## config.mk

```make
export PLATFORM = sky130hd
export DESIGN_NAME = cam_key_manager
export DESIGN_NICKNAME = d
export VERILOG_FILES = /design/src/rtl/cam_key_manager.sv
export SDC_FILE = /design/constraint.sdc
export NUM_CORES = 1
export LEC_CHECK = 0
export CELL_PAD_IN_SITES_DETAIL_PLACEMENT = 1
export CELL_PAD_IN_SITES_GLOBAL_PLACEMENT = 2
export CORE_MARGIN = 4
export CORE_UTILIZATION = 26
export DETAILED_ROUTE_END_ITERATION = 8
export PLACE_DENSITY = 0.9
export SLEW_MARGIN = 5
export SYNTH_ARGS = -nofsm -noshare
export SYNTH_HDL_FRONTEND = slang
export SYNTH_SLANG_ARGS = --single-unit
```

## constraint.sdc

```tcl
create_clock -name clk -period 3.05 [get_ports clk]
set_input_delay 0.61 -clock clk [delete_from_list [all_inputs] [get_ports clk]]
set_output_delay 0.61 -clock clk [all_outputs]
set_load 0.02 [all_outputs]
```

## src/rtl/cam_key_manager.sv

```systemverilog
// Request front-end for the shift-register CAM: serialises insert/delete, detects duplicates and
// missing keys, allocates the lowest free entry, drives the CAM write port and returns status/address.
module cam_key_manager #(
    parameter int DATA_WIDTH = 64,
    parameter int ADDR_WIDTH = 5
) (
    input  logic                  clk,
    input  logic                  rst,
    input  logic [DATA_WIDTH-1:0] req_key,
    input  logic                  req_delete,
    input  logic                  req_valid,
    output logic                  req_ready,
    output logic [1:0]            resp_status,
    output logic [ADDR_WIDTH-1:0] resp_addr,
    output logic                  resp_valid,
    input  logic                  resp_ready,
    output logic [ADDR_WIDTH:0]   used_count,
    output logic                  full,
    output logic [ADDR_WIDTH-1:0] cam_write_addr,
    output logic [DATA_WIDTH-1:0] cam_write_data,
    output logic                  cam_write_delete,
    output logic                  cam_write_enable,
    input  logic                  cam_write_busy,
    output logic [DATA_WIDTH-1:0] cam_compare_data,
    input  logic                  cam_match,
    input  logic [ADDR_WIDTH-1:0] cam_match_addr
);

    localparam int N = 1 << ADDR_WIDTH;
    localparam logic [ADDR_WIDTH:0] FULL_COUNT = (ADDR_WIDTH+1)'(N);

    localparam logic [1:0] ST_OK        = 2'd0;
    localparam logic [1:0] ST_DUPLICATE = 2'd1;
    localparam logic [1:0] ST_NOT_FOUND = 2'd2;
    localparam logic [1:0] ST_FULL      = 2'd3;

    typedef enum logic [2:0] {
        S_IDLE,
        S_LOOKUP,
        S_DECIDE,
        S_ISSUE,
        S_WAIT,
        S_RESP
    } state_t;

    state_t                state;
    state_t                state_next;
    logic [DATA_WIDTH-1:0] key_reg;
    logic                  op_reg;
    logic [ADDR_WIDTH-1:0] wr_addr;
    logic [N-1:0]          valid_bits;
    logic [ADDR_WIDTH-1:0] free_addr;
    logic                  decide_resp;

    assign cam_compare_data = key_reg;
    assign full             = (used_count == FULL_COUNT);

    // Lowest clear occupancy bit wins; the downward scan leaves the smallest index.
    always_comb begin
        free_addr = '0;
        for (int i = N - 1; i >= 0; i--) begin
            if (!valid_bits[i]) begin
                free_addr = i[ADDR_WIDTH-1:0];
            end
        end
    end

    // Answer straight away for duplicate insert, missing delete, or insert into a full table.
    assign decide_resp = (!op_reg && cam_match) || (op_reg && !cam_match) || (!op_reg && full);

    always_ff @(posedge clk) begin
        if (rst) begin
            state <= S_IDLE;
        end else begin
            state <= state_next;
        end
    end

    always_comb begin
        state_next       = state;
        req_ready        = 1'b0;
        resp_valid       = 1'b0;
        cam_write_enable = 1'b0;
        cam_write_addr   = '0;
        cam_write_data   = '0;
        cam_write_delete = 1'b0;
        case (state)
            S_IDLE: begin
                req_ready = 1'b1;
                if (req_valid) begin
                    state_next = S_LOOKUP;
                end
            end
            S_LOOKUP: state_next = S_DECIDE;
            S_DECIDE: state_next = decide_resp ? S_RESP : S_ISSUE;
            S_ISSUE: begin
                if (!cam_write_busy) begin
                    cam_write_enable = 1'b1;
                    cam_write_addr   = wr_addr;
                    cam_write_data   = key_reg;
                    cam_write_delete = op_reg;
                    state_next       = S_WAIT;
                end
            end
            // The cycle that sees busy low doubles as the settle cycle for the CAM match register.
            S_WAIT: begin
                if (!cam_write_busy) begin
                    state_next = S_RESP;
                end
            end
            S_RESP: begin
                resp_valid = 1'b1;
                if (resp_ready) begin
                    state_next = S_IDLE;
                end
            end
            default: state_next = S_IDLE;
        endcase
    end

    always_ff @(posedge clk) begin
        if (rst) begin
            key_reg     <= '0;
            op_reg      <= 1'b0;
            wr_addr     <= '0;
            resp_status <= ST_OK;
            resp_addr   <= '0;
            valid_bits  <= '0;
            used_count  <= '0;
        end else begin
            case (state)
                S_IDLE: begin
                    if (req_valid) begin
                        key_reg <= req_key;
                        op_reg  <= req_delete;
                    end
                end
                S_DECIDE: begin
                    if (cam_match) begin
                        if (!op_reg) begin
                            resp_status <= ST_DUPLICATE;
                            resp_addr   <= cam_match_addr;
                        end else begin
                            wr_addr <= cam_match_addr;
                        end
                    end else if (op_reg) begin
                        resp_status <= ST_NOT_FOUND;
                        resp_addr   <= '0;
                    end else if (full) begin
                        resp_status <= ST_FULL;
                        resp_addr   <= '0;
                    end else begin
                        wr_addr <= free_addr;
                    end
                end
                S_ISSUE: begin
                    if (!cam_write_busy) begin
                        valid_bits[wr_addr] <= !op_reg;
                        // Count only real occupancy transitions so the counter cannot drift.
                        if (valid_bits[wr_addr] == op_reg) begin
                            used_count <= op_reg ? used_count - 1'b1 : used_count + 1'b1;
                        end
                        resp_status <= ST_OK;
                        resp_addr   <= wr_addr;
                    end
                end
                default: ;
            endcase
        end
    end

endmodule

```

==> flow_summary.toml, run 1 <==
[yosys]
synth_edf_count = 0
synthSimpleGateAreaFrac_pct = 27.4
synthFlopType = "dfxtp_1"
synth_mux_area_share_pct = 3.94
synth_area_um2 = 5880
synth_compound_area_share_pct = 20.3
async_reset_ff_share_pct = 0
syn_area_per_cell_um2 = 7.65
yosysUniqueCellTypes = 50
synth.largest_area_cell = "dfxtp_1"
synth_top_family_by_area = "simple AND/OR/NAND/NOR gates"
synth_adder_area_share_pct = 1.62
ys_ff_latch = 118
synth.area.top_cells = "dfxtp_1 40%, nand2_1 10%, a21oi_1 10%, and2_1 7.6%, mux2i_1 3.7%"
yosysWarnings = 0
synth_fp_nets = 851
yosys.area.top_type_share_pct = 40.2
ys_seq_area_share_pct = 40.2
synthCells = 768
synth_xor_area_share_pct = 0.894

[routing]
ant_nets = 0
drc = 0
post_drt_via_cell_ratio = 4.92
wl_per_cell_um = 18.8
routed_wl_um = 23900
first_iter_violations = 309
drt_pass1_iterations = 4
dr_total_vias = 6243

[clock_network]
cts_max_level = 4
cts-root-buf = "clkbuf_16"
path_clk_slew_ns = 0.06
cts_buffers = 17
post_cts_buffers = 0
cts_tree = "built"
clk_latency_ns = 0.42
cts.path.max_buffers = 2
cts.sink_count = 118

[place]
io_buffers = 226
hpwl_um = 17700
gp_congestion = 0.809
post_dp_cell_area_um2 = 8470

[timing]
hold_viol_final = 0
setup_violations = 0
rsz0062_at_grt = "no"
final_max_slew_viol_count = 0
hold_ws_ns = 0.471
post-route-period-util_pct = 93.2
slew_headroom_pct = 45.8
worst_clock_skew_ns = 0.0110
fmax_ghz = 0.352
worst_pin_slew_ns = 0.812
finalCriticalPeriod_ns = 2.84

[power_and_ir_drop]
power_density_nw_per_um2 = 557
finalPower_mw = 5.07
p_leak_nw = 3.89
vdd_drop_max_uv = 313

[global_routing]
grt_max_degree = 59
grtUsageTotal_pct = 19.1
grt_pass1_vias = 6752
grt_overflow_total = 0
grt_pass1_wl_um = 37500
antenna_found_initial = 0

[cells_and_area]
final_cell_mix = "161 x nand2_1, 155 x clkdlybuf4s50_1, 118 x a21oi_1, 118 x dfxtp_1, 70 x and2_1"
antenna_cells = 0
syn2layout_area_growth_pct = 54.6
stdcell_area_um2 = 9090
drive_gt1_share_pct = 6.67
fin_nets = 1060
largest_register_ffs = 64
layout.cells.most_common = "nand2_1"

[hold_path]
hold_path_depth = 2
min_to = "cam_compare_data[8]"
min_from = "cam_compare_data[8]"
min_path_type = "reg2reg"

[critical_path]
timing.rr.start = "wr_addr[3]"
cp_max_fo = 4
arrival_ns = 2.23
startpoint_type = "primary input"
endpoint_kind = "output pin"
crit_required_ns = 2.44
regToRegEndpoint = "used_count[3]"
r2r_slack_ns = 0.57
worstSetupPathType = "in2out"
r2r_cells = 7

[floorplanning]
fp-row-count = 54
die_y_um = 158
io_pins = 227
floorplan.initialDensity_pct = 26.7
core_area_um2 = 22000
die_w_um = 158
die-area_um2 = 25100

[outcome]
status = "finished, final reports clean"

[flow_run]
cap_violations = 0
power by group:
group | total [mW] | switching (mW) | internal (mW)
Combinational | 1.20 | 0.680 | 0.525
Clock | 2.01 | 0.746 | 1.26
Sequential | 1.85 | 0.160 | 1.69
Total | 5.07 | 1.59 | 3.48
per-stage QoR:
step | util (%) | instances | worst slack (ns) | setup TNS (ns)
floorplan | - | 768 | 0.749 | 0
global placement | 38.5 | 1238 | -0.0106 | -0.0160
detailed placement | 38.5 | 1238 | -0.0138 | -0.0653
CTS | 40.9 | 1269 | 0.00187 | 0
global route | 41.3 | 1269 | 0.0949 | 0
finish | 41.3 | 1269 | 0.207 | 0
synthesized netlist by cell type, drive strengths merged (4+ instances only):
cell and count:
a31oi 4, inv 19, dfxtp 118, a211oi 9, a21oi 118, o21ai 25
and2 71, nor2 45, ha 6, nand3 9, mux2i 22, o22ai 8
or3 16, nor3 4, o211ai 4, nand2 162, nor2b 7, clkbuf 47
nand4 7, buf 11, a311oi 19, xnor2 6
final cells by class:
cell class,instances,area [um2]
clock buffer,21,470
inverter,19,71.3
fill,2643,12900
tap,280,350
clock inverter,10,124
sequential,118,2360
multi-input combinational,573,3190
timing repair buffer,248,2520
worst max path at each step:
stage / start / slack [ns] / cells after the start / to
floorplan: cam_write_busy / 0.75 / 6 / cam_write_data[10]
global placement: cam_write_busy / -0.01 / 7 / cam_write_data[5]
detailed placement: cam_write_busy / -0.01 / 7 / cam_write_data[34]
CTS: cam_write_busy / 0.002 / 7 / cam_write_data[8]
global route: cam_write_busy / 0.09 / 6 / cam_write_delete
finish: cam_write_busy / 0.21 / 6 / cam_write_delete
critical path, cell delays in order:
cell	delay (ns)
clkdlybuf4s50_1	0.43
nor2_1	0.15
nand3_1	0.12
buf_4	0.18
nor2_1	0.11
clkdlybuf4s50_1	0.63
logic make-up (layout without fill, tap and decap cells):
| group | Yosys count | in the layout |
|---|---|---|
| buf+inv | 77 | 298 |
| flops | 118 | 118 |
| simple gates | 337 | 337 |
| mux | 23 | 23 |
| fa+ha+maj | 7 | 7 |
| compound gates | 200 | 200 |
| xor+xnor | 6 | 6 |
metal layers:
metal | routed length, um | global-route usage (%) | share of wire, %
met1 | 10200 | 23.2 | 43
met2 | 12300 | 33.8 | 51
met3 | 1170 | 5.30 | 4.9
met4 | 252 | 4.47 | 1.1
met5 | 0 | 0 | 0
timing repair:
item,CTS,global route
resized for setup,41,29
hold buffers,0,0
setup endpoints to repair,41,29
No activity file was read; power rests on OpenSTA's default activity.
==> run 2: changes to the inputs <==
Settings changed: CORE_UTILIZATION 26 to 37, DONT_BUFFER_PORTS from default to 1, PLACE_DENSITY 0.9 to 0.88.
==> run 2 against run 1 <==
  * Clock power is 2% lower
  * Sequential power is 9% higher
  * First-iteration DRC count is 7.8% higher
==> flow_summary.toml, run 2 (synthesized netlist as in run 1, its figures left out) <==
[cells_and_area]
largest_register_ffs = 64
instances_no_fill = 967
final_cell_mix = "161 x nand2_1, 118 x a21oi_1, 118 x dfxtp_1"
syn2layout_area_growth_pct = 12.3
layout.cells.most_common = "nand2_1"
fill_cells = 1865
antenna_cells = 0
fin_nets = 826
final_core_util_pct = 43.0
drive_gt1_share_pct = 7.80

[global_routing]
grt_max_degree = 121
grt_pass1_wl_um = 31200
antenna_found_initial = 0
grtUsageTotal_pct = 21.7
grt_pass1_vias = 5684
grt_overflow_total = 0

[hold_path]
min_from = "rst"
min_path_type = "in2reg"
hold_path_depth = 1
min_to = "resp_addr[1]"

[floorplanning]
die-area_um2 = 18000
core_area_um2 = 15400
fp-row-count = 45
floorplan.initialDensity_pct = 38.2
die_y_um = 134
die_w_um = 134
io_pins = 227

[clock_network]
clk_latency_ns = 0.42
cts.sink_count = 118
cts.path.max_buffers = 2
cts_resized = 0
postCtsHoldBufs = 0
path_clk_slew_ns = 0.06
cts_buffers = 17
cts-root-buf = "clkbuf_16"
cts_tree = "built"
post_cts_buffers = 0
cts_max_level = 4

[timing]
tns_ns = 0
fmax_ghz = 0.382
setup_violations = 0
hold_ws_ns = 0.275
worst_pin_slew_ns = 0.885
rsz0062_at_grt = "no"
slew_headroom_pct = 40.9
finalCriticalPeriod_ns = 2.62
hold_viol_final = 0
post-route-period-util_pct = 85.9
worst_clock_skew_ns = 0.00903
final_max_slew_viol_count = 0

[routing]
post_drt_via_cell_ratio = 5.62
first_iter_violations = 333
routed_wl_um = 19800
wl_per_cell_um = 20.4
ant_nets = 0
dr_total_vias = 5430
drt_pass1_iterations = 4
drc = 0

[critical_path]
crit_required_ns = 3.35
critPathBufInv = 1
critPathMaxStageDelay_ns = 0.62
slowest_stage = "dfxtp_1"
r2r_slack_ns = 0.43
timing.rr.start = "wr_addr[1]"
cp.depth = 8
regToRegEndpoint = "used_count[5]"
arrival_ns = 2.92
startpoint_type = "flop"
r2r_cells = 8
worstSetupPathType = "reg2reg"
cp_cell_sequence = "buf_12 > mux2i_1 > o22ai_1 > nor4_2 > nand2b_1 > o21ai_0 > a31oi_1 > mux2_1"
cp_max_fo = 19
endpoint_kind = "flop"
cpLargestDelayFamily = "simple AND/OR/NAND/NOR gates"

[place]
hpwl_um = 14300
io_buffers = 0
gp_congestion = 0.878
dpl.cell_count = 935

[power_and_ir_drop]
finalPower_mw = 4.58
power_density_nw_per_um2 = 694
vdd_drop_max_uv = 372
p_leak_nw = 2.28

[flow_run]
cap_violations = 0

[outcome]
status = "finished, final reports clean"
## run 2: changes by cell type in the layout (fill, tap and decap cells not counted), sizes merged
cell	change
dlygate4sd2	-41
clkbuf	-1
clkinvlp	-2
clkinv	+2
dlymetal6s2s	-29
buf	-9
bufinv	-1
clkdlybuf4s50	-155
inv	+3
## run 2: area by class of cell
| type | count | area, um2 | share of cell area, % |
|---|---|---|---|
| Clock inverter | 12 | 119 | 1.80 |
| Sequential cell | 118 | 2360 | 35.8 |
| Inverter | 19 | 71.3 | 1.08 |
| Tap cell | 211 | 264 | 4.00 |
| Clock buffer | 20 | 467 | 7.07 |
| Timing Repair Buffer | 14 | 130 | 1.97 |
| Multi-Input combinational cell | 573 | 3190 | 48.3 |
## run 2: metal layers
layer	global-route usage, %	vias up	share of wire (%)
met4	7.92	0	2.2
li1	-	2567	-
met2	38.0	186	52
met3	5.10	25	5.1
met5	0	-	0
met1	25.9	2652	41
## run 2: through the flow
stage	area, um2	setup slack [ns]
finish	6600	0.429
global route	6600	0.253
CTS	6600	0.416
detailed placement	6020	0.440
global placement	6020	0.658
floorplan	5880	0.749
## run 2: report_power, final
part	switching (mW)	total (mW)	internal, mW
clock network	0.770	1.97	1.20
registers	0.325	2.01	1.69
logic	0.399	0.600	0.201
total	1.49	4.58	3.09
## run 2: worst max path at each step
stage,startpoint,endpoint,slack [ns]
floorplan,cam_write_busy,cam_write_data[10],0.75
global placement,wr_addr[1],used_count[5],0.66
detailed placement,wr_addr[1],used_count[2],0.44
CTS,wr_addr[1],used_count[2],0.42
global route,wr_addr[1],used_count[2],0.25
finish,wr_addr[1],used_count[5],0.43
==> run 3: changes to the inputs <==
Settings changed: CORE_MARGIN 4 to 2.
==> run 3 against run 2 <==
  * Clock skew rose by 0.0018 ns
  * Worst setup slack lost 0.30 ns
  * Routed wire length shrank 1.0%
  * Flip-flop and latch count unchanged
  * Non-clock buffer count up 3
  * Core utilization decreased by 1.0 points
  * Clock power about the same
  * Combinational power rose by 0.7%
  * Register-to-register slack worse by 0.30 ns
  * Global-route usage rose by 1.3 points
  * Critical path type unchanged
==> flow_summary.toml, run 3 (synthesized netlist as in run 1, its figures left out) <==
[routing]
wl_met2_um = 10100
ant_nets = 0
wl_per_cell_um = 20.1
routed-wl-met3_um = 943
routed_wl_um = 19600
post_drt_via_cell_ratio = 5.56
top_layer_used = "met4"
wl_met1_um = 8110
dr_total_vias = 5425
drt_pass1_iterations = 6
drc = 0
first_iter_violations = 267

[critical_path]
cp.depth = 9
worstSetupPathType = "reg2reg"
crit_required_ns = 3.36
r2r_slack_ns = 0.13
r2r_cells = 9
cp_cell_sequence = "buf_4 > buf_4 > mux2i_1 > o22ai_1 > nor4_2 > xnor2_1 > a22oi_4 > mux2i_1 > nor2_1"
slowest_stage = "dfxtp_1"
cpLargestDelayFamily = "flip-flops"
timing.rr.start = "wr_addr[1]"
critPathMaxStageDelay_ns = 0.80
critPathBufInv = 2
startpoint_type = "flop"
cp_max_fo = 17
endpoint_kind = "flop"
regToRegEndpoint = "used_count[2]"
arrival_ns = 3.23

[global_routing]
grtUsageTotal_pct = 23.0
grt_max_degree = 121
antenna_found_initial = 0
grt_overflow_total = 0
grt_pass1_wl_um = 29800
grt_pass1_vias = 5434

[timing]
slew_headroom_pct = 39.5
setup_violations = 0
worst_clock_skew_ns = 0.0108
hold_viol_final = 0
fmax_ghz = 0.343
finalCriticalPeriod_ns = 2.92
worst_pin_slew_ns = 0.906
post-route-period-util_pct = 95.6
rsz0062_at_grt = "no"
final_max_slew_viol_count = 0
hold_ws_ns = 0.253
tns_ns = 0

[power_and_ir_drop]
power_density_nw_per_um2 = 692
clkPwrFrac_pct = 42.6
p_switching_mw = 1.53
p_leak_nw = 2.29
seqPwrFrac_pct = 44.2
p_int_mw = 3.03
finalPower_mw = 4.57
vdd_drop_max_uv = 319
swShare_pct = 33.6
combPwrFrac_pct = 13.2

[clock_network]
cts_resized = 0
cts_max_level = 4
clk_latency_ns = 0.43
cts_tree = "built"
path_clk_slew_ns = 0.06
post_cts_buffers = 0
postCtsHoldBufs = 0
cts-root-buf = "clkbuf_16"
cts.path.max_buffers = 2
cts.sink_count = 118
cts_buffers = 17

[cells_and_area]
fin_nets = 829
drive_gt1_share_pct = 8.17
layout.cells.most_common = "nand2_1"
fill_cells = 1910
syn2layout_area_growth_pct = 12.2
antenna_cells = 0
final_cell_mix = "161 x nand2_1, 118 x a21oi_1, 118 x dfxtp_1"
largest_register_ffs = 64
instances_no_fill = 975

[place]
io_buffers = 0
hpwl_um = 14100
gp_congestion = 0.918
dpl.cell_count = 943

[floorplanning]
die_w_um = 130
die_y_um = 130
core_area_um2 = 15700
fp-row-count = 46
die-area_um2 = 16900
io_pins = 227
floorplan.initialDensity_pct = 37.4

[hold_path]
min_to = "used_count[4]"
min_path_type = "in2reg"
hold_path_depth = 1
min_from = "rst"

[flow_run]
cap_violations = 0

[outcome]
status = "finished, final reports clean"
[run 3: worst max-delay path by stage]
stage | to | startpoint | slack (ns)
2_1_floorplan | cam_write_data[10] | cam_write_busy | 0.75
3_3_place_gp | used_count[5] | wr_addr[1] | 0.45
3_5_place_dp | used_count[2] | wr_addr[1] | 0.27
6_report | used_count[2] | wr_addr[1] | 0.13
5_1_grt | used_count[2] | wr_addr[1] | 0.06
4_1_cts | used_count[2] | wr_addr[1] | 0.18
[run 3: per-stage QoR]
step                cell area, um2  util [%]  worst slack [ns]
finish                        6590      42.0             0.133
global route                  6590      42.0            0.0557
CTS                           6590      42.0             0.178
detailed placement            6020      38.3             0.271
global placement              6020      38.3             0.446
floorplan                     5880         -             0.749
[run 3: layout make-up]
class / instances / area, um2 / area share [%]
Inverter: 19 / 71.3 / 1.08
Clock inverter: 15 / 145 / 2.20
Clock buffer: 17 / 425 / 6.45
Tap cell: 216 / 270 / 4.10
Multi-Input combinational cell: 573 / 3190 / 48.4
Timing Repair Buffer: 17 / 128 / 1.94
Sequential cell: 118 / 2360 / 35.8
[run 3: power groups by stage]
| stage | Clock (mW) | Combinational [mW] | Sequential, mW |
|---|---|---|---|
| final | 1.94 | 0.604 | 2.02 |
| after global routing | 2.05 | 0.688 | 2.04 |
| after CTS | 1.97 | 0.613 | 2.02 |
| after detailed placement | 0 | 0.609 | 2.05 |
| after global placement | 0 | 0.574 | 2.04 |
| after floorplan | 0 | 0.508 | 1.97 |
[run 3: per-layer routing]
metal	up-vias	GRT usage, %
met5	-	0
met4	0	9.49
met3	21	5.58
met2	169	38.9
met1	2657	28.0
li1	2578	-
